<file path="config.mk">
export PLATFORM = sky130hd
export DESIGN_NAME = cic_dump_ctrl
export DESIGN_NICKNAME = d
export VERILOG_FILES = /design/src/rtl/cic_dump_ctrl.sv
export SDC_FILE = /design/constraint.sdc
export NUM_CORES = 1
export LEC_CHECK = 0
export CAP_MARGIN = 30
export CELL_PAD_IN_SITES_DETAIL_PLACEMENT = 1
export CELL_PAD_IN_SITES_GLOBAL_PLACEMENT = 1
export CORE_UTILIZATION = 22
export DETAILED_ROUTE_END_ITERATION = 10
export GPL_ROUTABILITY_DRIVEN = 0
export GPL_TIMING_DRIVEN = 1
export PLACE_DENSITY_LB_ADDON = 0.1
export SLEW_MARGIN = 20
export SYNTH_ARGS = -nofsm -noshare
export SYNTH_HDL_FRONTEND = slang
export SYNTH_SLANG_ARGS = --single-unit
</file>
<file path="constraint.sdc">
create_clock -name clk -period 2.2 [get_ports clk]
set_clock_uncertainty 0.1 [all_clocks]
set_input_delay 0.33 -clock clk [delete_from_list [all_inputs] [get_ports clk]]
set_output_delay 0.33 -clock clk [all_outputs]
set_load 0.005 [all_outputs]
</file>
<file path="src/rtl/cic_dump_ctrl.sv">
// Sequencing controller for a single-DSP48 CIC integrate-and-dump slice.
// Feeds samples as accumulate opcodes, clears P between blocks, and captures one sum per block.
module cic_dump_ctrl #(
  parameter int DSP_LAT   = 4,
  parameter int OPC_DELAY = 1,
  parameter int CNT_W     = 9
) (
  input  logic             clk,
  input  logic             sync_reset,
  input  logic [CNT_W-1:0] cfg_decim,
  input  logic             s_axis_tvalid,
  input  logic [47:0]      s_axis_tdata,
  output logic             s_axis_tready,
  output logic [47:0]      dsp_concat,
  output logic             dsp_opcode,
  input  logic [47:0]      dsp_p,
  output logic             m_axis_tvalid,
  output logic [47:0]      m_axis_tdata,
  input  logic             m_axis_tready,
  output logic             overflow
);

  localparam logic [CNT_W-1:0] ONE = CNT_W'(1);

  typedef enum logic {CLEAR, RUN} state_t;

  state_t               state, state_nxt;
  logic [CNT_W-1:0]     count, decim;
  logic                 accept, last, opc_slot;
  logic [OPC_DELAY-1:0] opc_p;
  logic [DSP_LAT-1:0]   last_p;
  logic                 last_out;

  always_comb begin
    state_nxt     = state;
    s_axis_tready = 1'b0;
    dsp_concat    = '0;
    opc_slot      = 1'b0;
    accept        = 1'b0;
    last          = 1'b0;
    case (state)
      CLEAR: begin
        opc_slot  = 1'b1;
        state_nxt = RUN;
      end
      RUN: begin
        s_axis_tready = 1'b1;
        accept        = s_axis_tvalid;
        if (accept) begin
          dsp_concat = s_axis_tdata;
          if (count == decim - ONE) begin
            last      = 1'b1;
            state_nxt = CLEAR;
          end
        end
      end
      default: state_nxt = CLEAR;
    endcase
  end

  always_ff @(posedge clk) begin
    if (sync_reset) begin
      state <= CLEAR;
      count <= '0;
      decim <= ONE;
    end else begin
      state <= state_nxt;
      if (state == CLEAR) begin
        decim <= (cfg_decim == '0) ? ONE : cfg_decim;
        count <= '0;
      end else if (accept && !last) begin
        count <= count + ONE;
      end
    end
  end

  // Opcode path is shorter than the data path inside the slice, so delay it to meet its concat
  always_ff @(posedge clk) begin
    if (sync_reset) begin
      opc_p <= '1;
    end else begin
      opc_p[0] <= opc_slot;
      for (int i = 1; i < OPC_DELAY; i++) opc_p[i] <= opc_p[i-1];
    end
  end

  assign dsp_opcode = opc_p[OPC_DELAY-1];

  // Last-sample tag rides alongside the slice latency; it emerges when P holds the block sum
  always_ff @(posedge clk) begin
    if (sync_reset) begin
      last_p <= '0;
    end else begin
      last_p[0] <= last;
      for (int i = 1; i < DSP_LAT; i++) last_p[i] <= last_p[i-1];
    end
  end

  assign last_out = last_p[DSP_LAT-1];

  // Output register: a stalled sink never blocks input; an unplaceable sum is dropped and flagged
  always_ff @(posedge clk) begin
    if (sync_reset) begin
      m_axis_tvalid <= 1'b0;
      m_axis_tdata  <= '0;
      overflow      <= 1'b0;
    end else if (last_out) begin
      if (!m_axis_tvalid || m_axis_tready) begin
        m_axis_tdata  <= dsp_p;
        m_axis_tvalid <= 1'b1;
      end else begin
        overflow <= 1'b1;
      end
    end else if (m_axis_tvalid && m_axis_tready) begin
      m_axis_tvalid <= 1'b0;
    end
  end

endmodule

</file>
* After elaboration in Yosys (flattened, before gate mapping)
Index checks and enable logic that the tools add are counted.
** Operators by class
- Add/subtract/negate cells :: 2
- Multiply operators :: 0
- Div/mod/pow operators :: 0
- $lt $le $gt $ge :: 0
- Eq/ne operators :: 2
- Shifts and indexed selects :: 0
- Mux-type cells :: 15
- Bitwise operators :: 2
- Reductions and logical operators :: 11
** Operators by type and width (number)
- $mux 48 :: 2
- $mux 1 :: 11
- $add 9x1->9 const B :: 1
- $eq 9x9->1 :: 1
- $logic_not 9->1 :: 1
- $mux 9 :: 1
- $sub 9x1->9 const B :: 1
- $reduce_and 2->1 :: 3
- $logic_and 1x1->1 :: 2
- $logic_not 1->1 :: 2
- $ne 2x1->1 const B :: 1
- $not 1->1 :: 2
- $pmux 1 s2 :: 1
- $reduce_bool 2->1 :: 1
- $reduce_or 2->1 :: 1
- $logic_or 1x1->1 :: 1
** Word-level totals
- Register bits after elaboration :: 74
- Latch bits :: 0
- Bits in writable memories :: 0
- ROM bits :: 0
- Input port bits :: 109
- Memories :: 0

* Longest topological paths before layout
Gate-level depths: netlist of run 1.
- Word-level depth :: 7
- Depth in mapped cells :: 10

* Worst setup path before layout of run 1
OpenSTA, ideal clock, no wires.
- Kind :: reg-to-reg
- From :: register decim[0]
- To :: register count[5]
- Arrival time :: 2.083 ns
- Required time :: 1.981 ns
- Path slack :: -0.102 ns
- Stages on the path, launching flop included :: 11
- Path buffers :: 1
- Period minus slack after synthesis :: 2.302 ns
- Cell sequence :: dfxtp_1 inv_1 ha_1 clkbuf_4 xnor2_1 and4_1 a41oi_1 a21boi_2 a2111oi_4 a21o_1 a21oi_1
** On the way
- Word-level cells in the longest chain between the ends :: 7
** RTL lines
- start, declared :: RTL line 28 : logic [CNT_W-1:0] count, decim;
- start signal, assigned :: RTL line 69 : decim <= (cfg_decim == '0) ? ONE : cfg_decim;
- $sub 9x1->9 :: RTL line 51 : if (count == decim - ONE) begin
- $eq 9x9->1 :: RTL line 51
- $mux 1 :: RTL line 51
- $mux 1 :: RTL line 49 : if (accept) begin
- $mux 1 :: RTL line 41 : case (state)
- $logic_not 1->1 :: RTL line 71 : end else if (accept && !last) begin
- $logic_and 1x1->1 :: RTL line 71
- end signal, assigned :: RTL line 72 : count <= count + ONE;
- end, declared :: RTL line 28
Every way passes these cells.
A chain may end at the register's enable or synchronous reset.

* Worst setup path after layout of run 1
- From :: register decim[1]
- To :: register count[5]
The elaborated chain is that of the path after synthesis.

==> results of run 1 <==
-- repair_timing --
| action | in CTS | in global routing |
|---|---|---|
| gates cloned | 1 | 1 |
| hold endpoints to repair | 0 | 0 |
| pin swaps | 8 | 6 |
| resized for setup | 5 | 8 |
| setup endpoints to repair | 55 | 17 |
| hold buffers | 0 | 0 |
| setup buffers | 2 | 1 |
-- state kept, by name (all words and copies together) (netlist names) --
register       flops
state              1
dsp_opcode         1
count              9
m_axis_tvalid      1
overflow           1
decim              9
m_axis_tdata      48
last_p             4
-- cells by family after synthesis --
logic type,Yosys count
compound gates,76
xor+xnor,17
fa+ha+maj,2
buf+inv,38
flops,74
mux,8
simple gates,201
-- stage by stage --
| stage | instances | TNS [ns] | total power, mW |
|---|---|---|---|
| finish | 817 | 0 | 3.632 |
| global route | 817 | -0.2249 | 3.791 |
| CTS | 815 | 0 | 3.681 |
| detailed placement | 796 | -2.153 | 1.921 |
| global placement | 796 | -0.5462 | 1.917 |
| floorplan | 416 | 0 | 1.577 |
-- power by group through the flow --
stage / sequential (mW) / clock (mW) / combinational (mW)
final: 1.38 / 1.70 / 0.555
after CTS: 1.37 / 1.77 / 0.542
after detailed placement: 1.40 / 0 / 0.518
after global routing: 1.38 / 1.81 / 0.600
after floorplan: 1.40 / 0 / 0.174
after global placement: 1.40 / 0 / 0.515
-- critical path, stage by stage (launching register included) --
cell and delay (ns):
dfxtp_2 0.34, inv_2 0.05, ha_4 0.18, xnor2_1 0.12
and4_1 0.17, a41oi_2 0.24, a21boi_4 0.13, a2111oi_4 0.46
nand3_1 0.12, a21oi_1 0.15
-- cells in the mapped netlist --
master       n
a2111oi_4    1
a211oi_1     4
a21bo_1      1
a21boi_2     1
a21o_1       1
a21oi_1     58
a221oi_1     1
a31oi_1      1
a41o_1       2
a41oi_1      1
and2_1       1
and3_1      49
and4_1       1
buf_1        3
buf_2        3
clkbuf_1    26
clkbuf_4     1
clkinv_1     1
dfxtp_1     74
ha_1         2
inv_1        4
mux2i_1      8
nand2_1    104
nand2b_1     3
nand3_1      5
nand3b_1     2
nand4_1      3
nor2_1      20
nor2b_1      6
nor3_1       2
nor4_1       2
nor4_4       2
o21ai_0      2
o21ai_2      1
o21ba_1      1
o21bai_1     1
or2_2        1
xnor2_1     11
xor2_1       6
-- metal layers --
metal,vias to the layer above,global-route usage [%]
li1,1826,-
met1,1711,19.21
met2,125,28.92
met3,16,6.271
met4,0,6.100
met5,-,0
-- path summary, 6_finish.rpt --
check | endpoint | slack, ns | cells past startpoint
min | count[1] | 0.27 | 4
max | count[5] | 0.06 | 9
max reg2reg | count[5] | 0.06 | 9
min reg2reg | last_p[2] | 0.34 | 1
-- layout make-up --
class	instances	area, um^2
Timing Repair Buffer	234	2364
Sequential cell	74	1486
Tap cell	184	230.2
Fill cell	1675	8454
Multi-Input combinational cell	304	1749
Inverter	5	18.77
Clock inverter	6	112.6
Clock buffer	10	229.0
==> qor.yml, run 1 <==
run_status:
  status: "finished with violations"
  violations: "design-rule violations"
layout:
  finalNetCount: 739
  design_area_um2: 6190
  mostFrequentLayoutCells: "clkdlybuf4s50_1, nand2_1, dfxtp_1, a21oi_1, and3_1"
  final_common_cell: "clkdlybuf4s50_1"
  drive_gt1_share_pct: 9.953
  diodes: 0
  utilization_pct: 42.27
  area_delta_synth_final_pct: 86.68
floorplanning:
  core_area_um2: 14640
  ios: 209
  die_h_um: 124.8
  die_area_um2: 15570
  die_w_um: 124.8
  rows: 44
  initial_core_util_pct: 22.64
pwr:
  p_seq_share_pct: 37.9
  p_switching_mw: 0.8040
  powerDensity_nw_per_um2: 586.7
  clockPowerShare_pct: 46.9
  power.leakage_nw: 2.378
  p_sw_share_pct: 22.14
  p_int_mw: 2.828
  vdd_drop_max_v: 0.0003433
  pwr-share-comb_pct: 15.3
clocking:
  clock-root-buffer: "clkbuf_16"
  cts_buffers: 9
  clock_sink_count: 74
  h-tree-depth: 3
  cts_tree: "yes"
  clockBufferDepth: 2
  clk_latency_ns: 0.35
  clk_pin_slew_ns: 0.07
synth:
  synth_seq_cells: 74
  synth-compound-area-share_pct: 13.77
  synthSimpleGateAreaFrac_pct: 29.36
  synth.distinct_cells: 39
  synth_area_leaders: "dfxtp_1, nand2_1, and3_1"
  synth_top_family_by_area: "simple AND/OR/NAND/NOR gates"
  synth_warnings: 0
  synth_xor_area_share_pct: 4.491
  syn_inst: 416
  synth_seq_area_share_pct: 44.68
  synth_area_um2: 3316
  syn_nets: 527
  synth_top_area_share_pct: 44.68
  muxShareOfSynthArea_pct: 2.415
  avgSynthCellArea_um2: 7.970
  synth_fa_ha_area_share_pct: 0.7547
  yosysTopAreaCell: "dfxtp_1"
detailed_routing:
  wl_met3_um: 1039
  wl_per_cell_um: 15.75
  drt_iter0_markers: 172
  wl_um: 12870
  routed-wl-met2_um: 6258
  ant_nets: 0
  top_layer: "met4"
  drc: 26
  via_per_inst: 4.502
  firstDrtPassIters: 7
  via_count: 3678
  wl_met1_um: 5311
global_route:
  grt_util_all_layers_pct: 16.93
  grt_overflow: 0
  grt_pass1_vias: 3909
  grt_antenna_before_repair: 0
  grt_max_degree: 65
  grt_pass1_wl_um: 20720
critical_path:
  crit_type: "flop to flop"
  cp_max_fo: 7
  startpoint_type: "flop"
  r2r-start: "decim[1]"
  startpoint: "decim[1]"
  worst_setup_path_end_kind: "flop"
  cp_data_arrival_time_ns: 2.31
  crit_required_ns: 2.36
placement:
  place_hpwl_um: 9217
  place_ws_ns: -0.1207
  dpl-instance-area_um2: 5725
  io_buffer_count: 208
timing:
  rsz0062_at_grt: "yes"
  fmax_mhz: 466.9
  finalWorstSetupSlack_ns: 0.05813
  whs_ns: 0.2677
  timing.final.hold_violations: 0
  worst_pin_slew_ns: 0.7244
  finalSetupViolCount: 0
  slew_viol_final: 0
  fin_crit_sh_pct: 97.36
  relSlewSlack_pct: 51.71
  timing.final.crit_period_ns: 2.142
worst_hold_path:
  min_from: "sync_reset"
  hold_class: "input pin to flop"
job:
  max-cap-violations: 0
No activity file was read; power rests on OpenSTA's default activity.
==> run 2: changes to the inputs <==
--- a/config.mk
+++ b/config.mk
@@ -8,7 +8,9 @@
 export CAP_MARGIN = 30
 export CELL_PAD_IN_SITES_DETAIL_PLACEMENT = 1
 export CELL_PAD_IN_SITES_GLOBAL_PLACEMENT = 1
+export CORE_MARGIN = 1
 export CORE_UTILIZATION = 22
+export CTS_BUF_LIST = sky130_fd_sc_hd__clkbuf_16
 export DETAILED_ROUTE_END_ITERATION = 10
 export GPL_ROUTABILITY_DRIVEN = 0
 export GPL_TIMING_DRIVEN = 1
==> qor.yml, run 2 (synthesis gave the netlist of run 1 again) <==
timing:
  whs_ns: 0.2677  # unchanged
  timing.final.hold_violations: 0  # unchanged
  slew_viol_final: 0  # unchanged
  tns_ns: 0  # unchanged
  timing.final.crit_period_ns: 2.140  # -0.001474 ns
  rsz0062_at_grt: "yes"
  fin_crit_sh_pct: 97.29  # about the same
  finalSetupViolCount: 0  # unchanged
  fmax_mhz: 467.2  # about the same
  worst_pin_slew_ns: 0.7246  # +0.0002223 ns
  relSlewSlack_pct: 51.69  # about the same
pwr:
  p_int_mw: 2.823  # -0.17%
  p_switching_mw: 0.8044  # about the same
  pwr-share-comb_pct: 15.3  # about the same
  p_sw_share_pct: 22.18  # +0.037 points
  vdd_drop_max_v: 0.0003433  # about the same
  clockPowerShare_pct: 46.8  # about the same
  power.total_mw: 3.627  # -0.12%
  p_seq_share_pct: 37.9  # about the same
  power.leakage_nw: 2.382  # +0.17%
  powerDensity_nw_per_um2: 586.0  # -0.12%
critical_path:
  path_buf_inv: 1  # unchanged
  cp_top_family: "compound AO/OA/AOI/OAI gates"
  cp_cell_sequence: "inv_2 -> ha_4 -> xnor2_1 -> and4_1 -> a41oi_2 -> a21boi_4 -> a2111oi_4 -> nand3_1 -> a21oi_1"
  cp_data_arrival_time_ns: 2.30  # about the same
  critical_path.max_stage_delay_ns: 0.46  # about the same
  slowest_stage: "a2111oi_4"
  worst_setup_path_end_kind: "flop"
  crit_required_ns: 2.36  # about the same
  cp_max_fo: 7  # unchanged
  crit_type: "flop to flop"
  r2r_slack_ns: 0.06  # about the same
  startpoint_type: "flop"
detailed_routing:
  wl_um: 12870  # about the same
  drt_iter0_markers: 171  # -0.58%
  firstDrtPassIters: 7  # unchanged
  via_per_inst: 4.501  # about the same
  wl_per_cell_um: 15.75  # about the same
  ant_nets: 0  # unchanged
  drc: 26  # unchanged
  via_count: 3677  # -0.027%
layout:
  fin_cells: 817  # unchanged
  final_common_cell: "clkdlybuf4s50_1"
  largest-register: "m_axis_tdata"
  finalNetCount: 739  # unchanged
  diodes: 0  # unchanged
  largest_reg_flops: 48  # unchanged
  area_delta_synth_final_pct: 86.68  # unchanged
  reg_top3: "m_axis_tdata (48), count (9), decim (9)"
  drive_gt1_share_pct: 9.953  # unchanged
  mostFrequentLayoutCells: "clkdlybuf4s50_1, nand2_1, dfxtp_1, a21oi_1, and3_1"
  utilization_pct: 42.27  # unchanged
floorplanning:
  die_h_um: 124.8  # unchanged
  initial_core_util_pct: 22.64  # unchanged
  die_w_um: 124.8  # unchanged
  core_area_um2: 14640  # unchanged
  rows: 44  # unchanged
  die_area_um2: 15570  # unchanged
  ios: 209  # unchanged
run_status:
  violations: "design-rule violations"
  status: "finished with violations"
global_route:
  grt_pass1_vias: 3909  # unchanged
  grt_max_degree: 65  # unchanged
  grt_overflow: 0  # unchanged
  grt_antenna_before_repair: 0  # unchanged
  grt_util_all_layers_pct: 16.93  # unchanged
  grt_pass1_wl_um: 20720  # unchanged
placement:
  dp.cells: 796  # unchanged
  place_hpwl_um: 9217  # unchanged
  io_buffer_count: 208  # unchanged
clocking:
  cts_tree: "yes"
  clockBufferDepth: 2  # unchanged
  cts_buffers: 9  # unchanged
  h-tree-depth: 3  # unchanged
  clock-root-buffer: "clkbuf_16"
  clk_pin_slew_ns: 0.07  # about the same
  clk_latency_ns: 0.35  # about the same
  clock_sink_count: 74  # unchanged
worst_hold_path:
  hold_class: "input pin to flop"
job:
  max-cap-violations: 0  # unchanged
-- run 2: layout make-up --
type,instances,area (um^2)
Clock inverter,7,116.4
Fill cell,1675,8454
Clock buffer,9,225.2
Sequential cell,74,1486
Timing Repair Buffer,234,2364
Tap cell,184,230.2
Inverter,5,18.77
Multi-Input combinational cell,304,1749
-- run 2: final timing paths --
kind,start,endpoint,depth (start not counted)
worst min-delay path,sync_reset,count[1],4
worst min register to register,last_p[1],last_p[2],1
worst max-delay path,decim[1],count[5],9
worst max register to register,decim[1],count[5],9
-- run 2: timing repair --
item / 4_1_cts / 5_1_grt
gates resized for setup: 5 / 8
setup buffers: 2 / 1
hold buffers: 0 / 0
pin swaps: 8 / 6
setup endpoints to repair: 55 / 17
gates cloned: 1 / 1
-- run 2: per-stage QoR --
stage               instance area (um^2)  setup WS (ns)
floorplan                           3332        0.01225
global placement                    5725       -0.04109
detailed placement                  5725        -0.1207
CTS                                 6131       0.002192
global route                        6190       -0.06945
finish                              6190        0.05960
-- run 2: metal layers --
layer | GRT usage [%] | part of all wire, %
met1 | 19.21 | 41
met2 | 28.92 | 49
met3 | 6.271 | 8.1
met4 | 6.100 | 2.0
met5 | 0 | 0
-- run 2: worst reg2reg max path: cells and delay by family (launching register included) --
kind	cells	cell delay, ns
AO/OA/AOI/OAI	4	0.98
XOR/XNOR	1	0.12
adder cells (fa/ha/maj)	1	0.18
buffers and inverters	1	0.05
flip-flops	1	0.34
AND/OR/NAND/NOR	2	0.29
-- run 2: power groups by stage --
| stage | Combinational, mW | Sequential (mW) | Clock (mW) |
|---|---|---|---|
| after floorplan | 0.174 | 1.40 | 0 |
| after global placement | 0.515 | 1.40 | 0 |
| after detailed placement | 0.518 | 1.40 | 0 |
| after CTS | 0.542 | 1.37 | 1.76 |
| after global routing | 0.600 | 1.38 | 1.81 |
| final | 0.554 | 1.38 | 1.70 |
==> run 3: changes to the inputs <==
--- a/config.mk
+++ b/config.mk
@@ -8,6 +8,7 @@
 export CAP_MARGIN = 30
 export CELL_PAD_IN_SITES_DETAIL_PLACEMENT = 1
 export CELL_PAD_IN_SITES_GLOBAL_PLACEMENT = 1
+export CORE_ASPECT_RATIO = 0.5
 export CORE_MARGIN = 1
 export CORE_UTILIZATION = 22
 export CTS_BUF_LIST = sky130_fd_sc_hd__clkbuf_16
==> qor.yml, run 3 (synthesis gave the netlist of run 1 again) <==
run_status:
  status: "finished with violations"
  violations: "negative setup slack"
timing:
  timing.final.hold_violations: 0  # unchanged
  slew_viol_final: 0  # unchanged
  fin_crit_sh_pct: 102.8  # +5.5 points
  finalSetupViolCount: 5  # +5
  fmax_mhz: 442.3  # -5.3%
  finalWorstSetupSlack_ns: -0.06097  # -0.1206 ns
  worst_pin_slew_ns: 0.3801  # -0.3444 ns
  relSlewSlack_pct: 74.66  # +23 points
  rsz0062_at_grt: "yes"
  timing.final.crit_period_ns: 2.261  # +0.1206 ns
floorplanning:
  ios: 209  # unchanged
  initial_core_util_pct: 22.74  # +0.093 points
  die_h_um: 88.81  # -29%
  core_area_um2: 14580  # -0.41%
  die_area_um2: 15600  # +0.19%
  rows: 31  # -30%
  die_w_um: 175.6  # +41%
critical_path:
  critical_path.max_stage_delay_ns: 0.34  # -0.12 ns
  r2r_slack_ns: -0.06  # -0.12 ns
  r2r-start: "decim[0]"
  rr_endpoint: "count[6]"
  reg2reg_depth: 11  # +2
  slowest_stage: "a21boi_4"
  cp_max_fo: 7  # unchanged
  crit_required_ns: 2.38  # +0.02 ns
  crit_type: "flop to flop"
  startpoint_type: "flop"
  cp_data_arrival_time_ns: 2.44  # +0.14 ns
  worst_setup_path_end_kind: "flop"
  cp_cell_sequence: "inv_2 -> ha_4 -> buf_6 -> nand3_4 -> a221oi_2 -> a41o_1 -> a21boi_4 -> buf_6 -> a21oi_4 -> a31oi_1 -> a41o_1"
placement:
  place_hpwl_um: 8948  # -2.9%
  io_buffer_count: 208  # unchanged
  dp.cells: 815  # +2.4%
  place_ws_ns: -0.1135  # +0.007160 ns
layout:
  finalNetCount: 751  # +1.6%
  reg_top3: "m_axis_tdata (48), count (9), decim (9)"
  fillers: 1692  # +1.0%
  regArea_um2: 1494  # +0.50%
  area_delta_synth_final_pct: 90.91
  drive_gt1_share_pct: 12.25  # +2.3 points
  largest-register: "m_axis_tdata"
  diodes: 0  # unchanged
  fin_cells: 843  # +3.2%
  mostFrequentLayoutCells: "clkdlybuf4s50_1, nand2_1, dfxtp_1, a21oi_1, and3_1"
  multi_input_area_um2: 1812  # +3.6%
  largest_reg_flops: 48  # unchanged
  final_common_cell: "clkdlybuf4s50_1"
detailed_routing:
  via_count: 3716  # +1.1%
  wl_per_cell_um: 14.69  # -6.8%
  drc: 0  # -100%
  drt_iter0_markers: 84  # -51%
  wl_um: 12380  # -3.8%
  firstDrtPassIters: 4  # -3
  ant_nets: 0  # unchanged
  via_per_inst: 4.408  # -2.1%
job:
  max-cap-violations: 0  # unchanged
global_route:
  grt_antenna_before_repair: 0  # unchanged
  grt_max_degree: 35  # -46%
  grt_pass1_wl_um: 18790  # -9.3%
  grt_util_all_layers_pct: 15.51  # -1.4 points
  grt_pass1_vias: 3698  # -5.4%
  grt_overflow: 0  # unchanged
clocking:
  clk_latency_ns: 0.33  # -0.02 ns
  cts_tree: "yes"
  ctsHoldBuffers: 0  # unchanged
  clock-root-buffer: "clkbuf_16"
  clk_pin_slew_ns: 0.06  # about the same
  cts_buffers: 9  # unchanged
  clockBufferDepth: 2  # unchanged
  clock_sink_count: 74  # unchanged
  h-tree-depth: 3  # unchanged
pwr:
  vdd_drop_max_v: 0.0002923  # -15%
  powerDensity_nw_per_um2: 554.9  # -5.3%
  power.leakage_nw: 2.429  # +2.0%
worst_hold_path:
  hold_class: "input pin to flop"
  min_delay_worst_endpoint: "decim[5]"
  min_from: "sync_reset"
  hold_depth: 2  # -2
## run 3: cell count changes in the layout (fill, tap and decap cells not counted), sizes merged
| cell | before | now |
|---|---|---|
| buf | 25 | 38 |
| clkinv | 3 | 5 |
| bufinv | 3 | 2 |
| clkbuf | 10 | 9 |
| inv | 6 | 5 |
## run 3: layer usage
| metal | track usage [%] | share of wire [%] | vias to the layer above | wire length, um |
|---|---|---|---|---|
| li1 | - | - | 1845 | - |
| met1 | 17.45 | 42 | 1745 | 5222 |
| met2 | 27.42 | 48 | 120 | 5966 |
| met3 | 6.400 | 8.9 | 6 | 1102 |
| met4 | 4.269 | 0.71 | 0 | 88 |
| met5 | 0 | 0 | - | 0 |
## run 3: area by class of cell
class | count | share of cell area [%]
Inverter | 5 | 0.2965
Clock buffer | 9 | 3.558
Sequential cell | 74 | 23.60
Multi-Input combinational cell | 304 | 28.62
Clock inverter | 7 | 1.344
Timing Repair Buffer | 246 | 38.66
Tap cell | 198 | 3.914
## run 3: stage by stage
| step | cell area (um^2) | hold WS [ns] | TNS (ns) | util, % | total power, mW |
|---|---|---|---|---|---|
| 2_1_floorplan | 3332 | 0.3138 | 0 | - | 1.577 |
| 3_5_place_dp | 5782 | 0.3328 | -0.9398 | 39.64 | 1.939 |
| 6_report | 6330 | 0.2893 | -0.1793 | 43.40 | 3.512 |
| 4_1_cts | 6185 | 0.2943 | 0 | 42.41 | 3.532 |
| 3_3_place_gp | 5782 | 0.3210 | -0.4956 | 39.64 | 1.937 |
| 5_1_grt | 6330 | 0.2999 | -1.135 | 43.40 | 3.690 |
## run 3: critical path, delay by kind of cell (launching register included)
family	cells	cell delay, ns
AOI/OAI and AO/OA	6	1.14
buffers and inverters	3	0.36
and+or+nand+nor	1	0.07
adders and majority gates	1	0.21
DFF	1	0.32
## run 3: power breakdown
part,total (mW),leakage [nW],internal (mW),switching [mW]
clock,1.53,0.156,0.980,0.554
sequential,1.38,0.600,1.36,0.0200
combinational,0.600,1.67,0.387,0.213
total,3.51,2.43,2.72,0.787
## run 3: worst max path at each step
stage	from	endpoint	slack (ns)	cells past startpoint
floorplan	decim[1]	count[6]	0.01	9
global placement	s_axis_tvalid	dsp_concat[37]	-0.05	4
detailed placement	decim[0]	count[6]	-0.11	9
CTS	decim[1]	count[5]	0.008	9
global route	decim[2]	count[7]	-0.16	9
finish	decim[0]	count[6]	-0.06	11
## run 3: repair_timing
item                       4_1_cts  5_1_grt
pin swaps                        8       15
gates resized for setup         11       17
buffers inserted                 3        9
cloned                           1        0
setup endpoints to repair       50       11
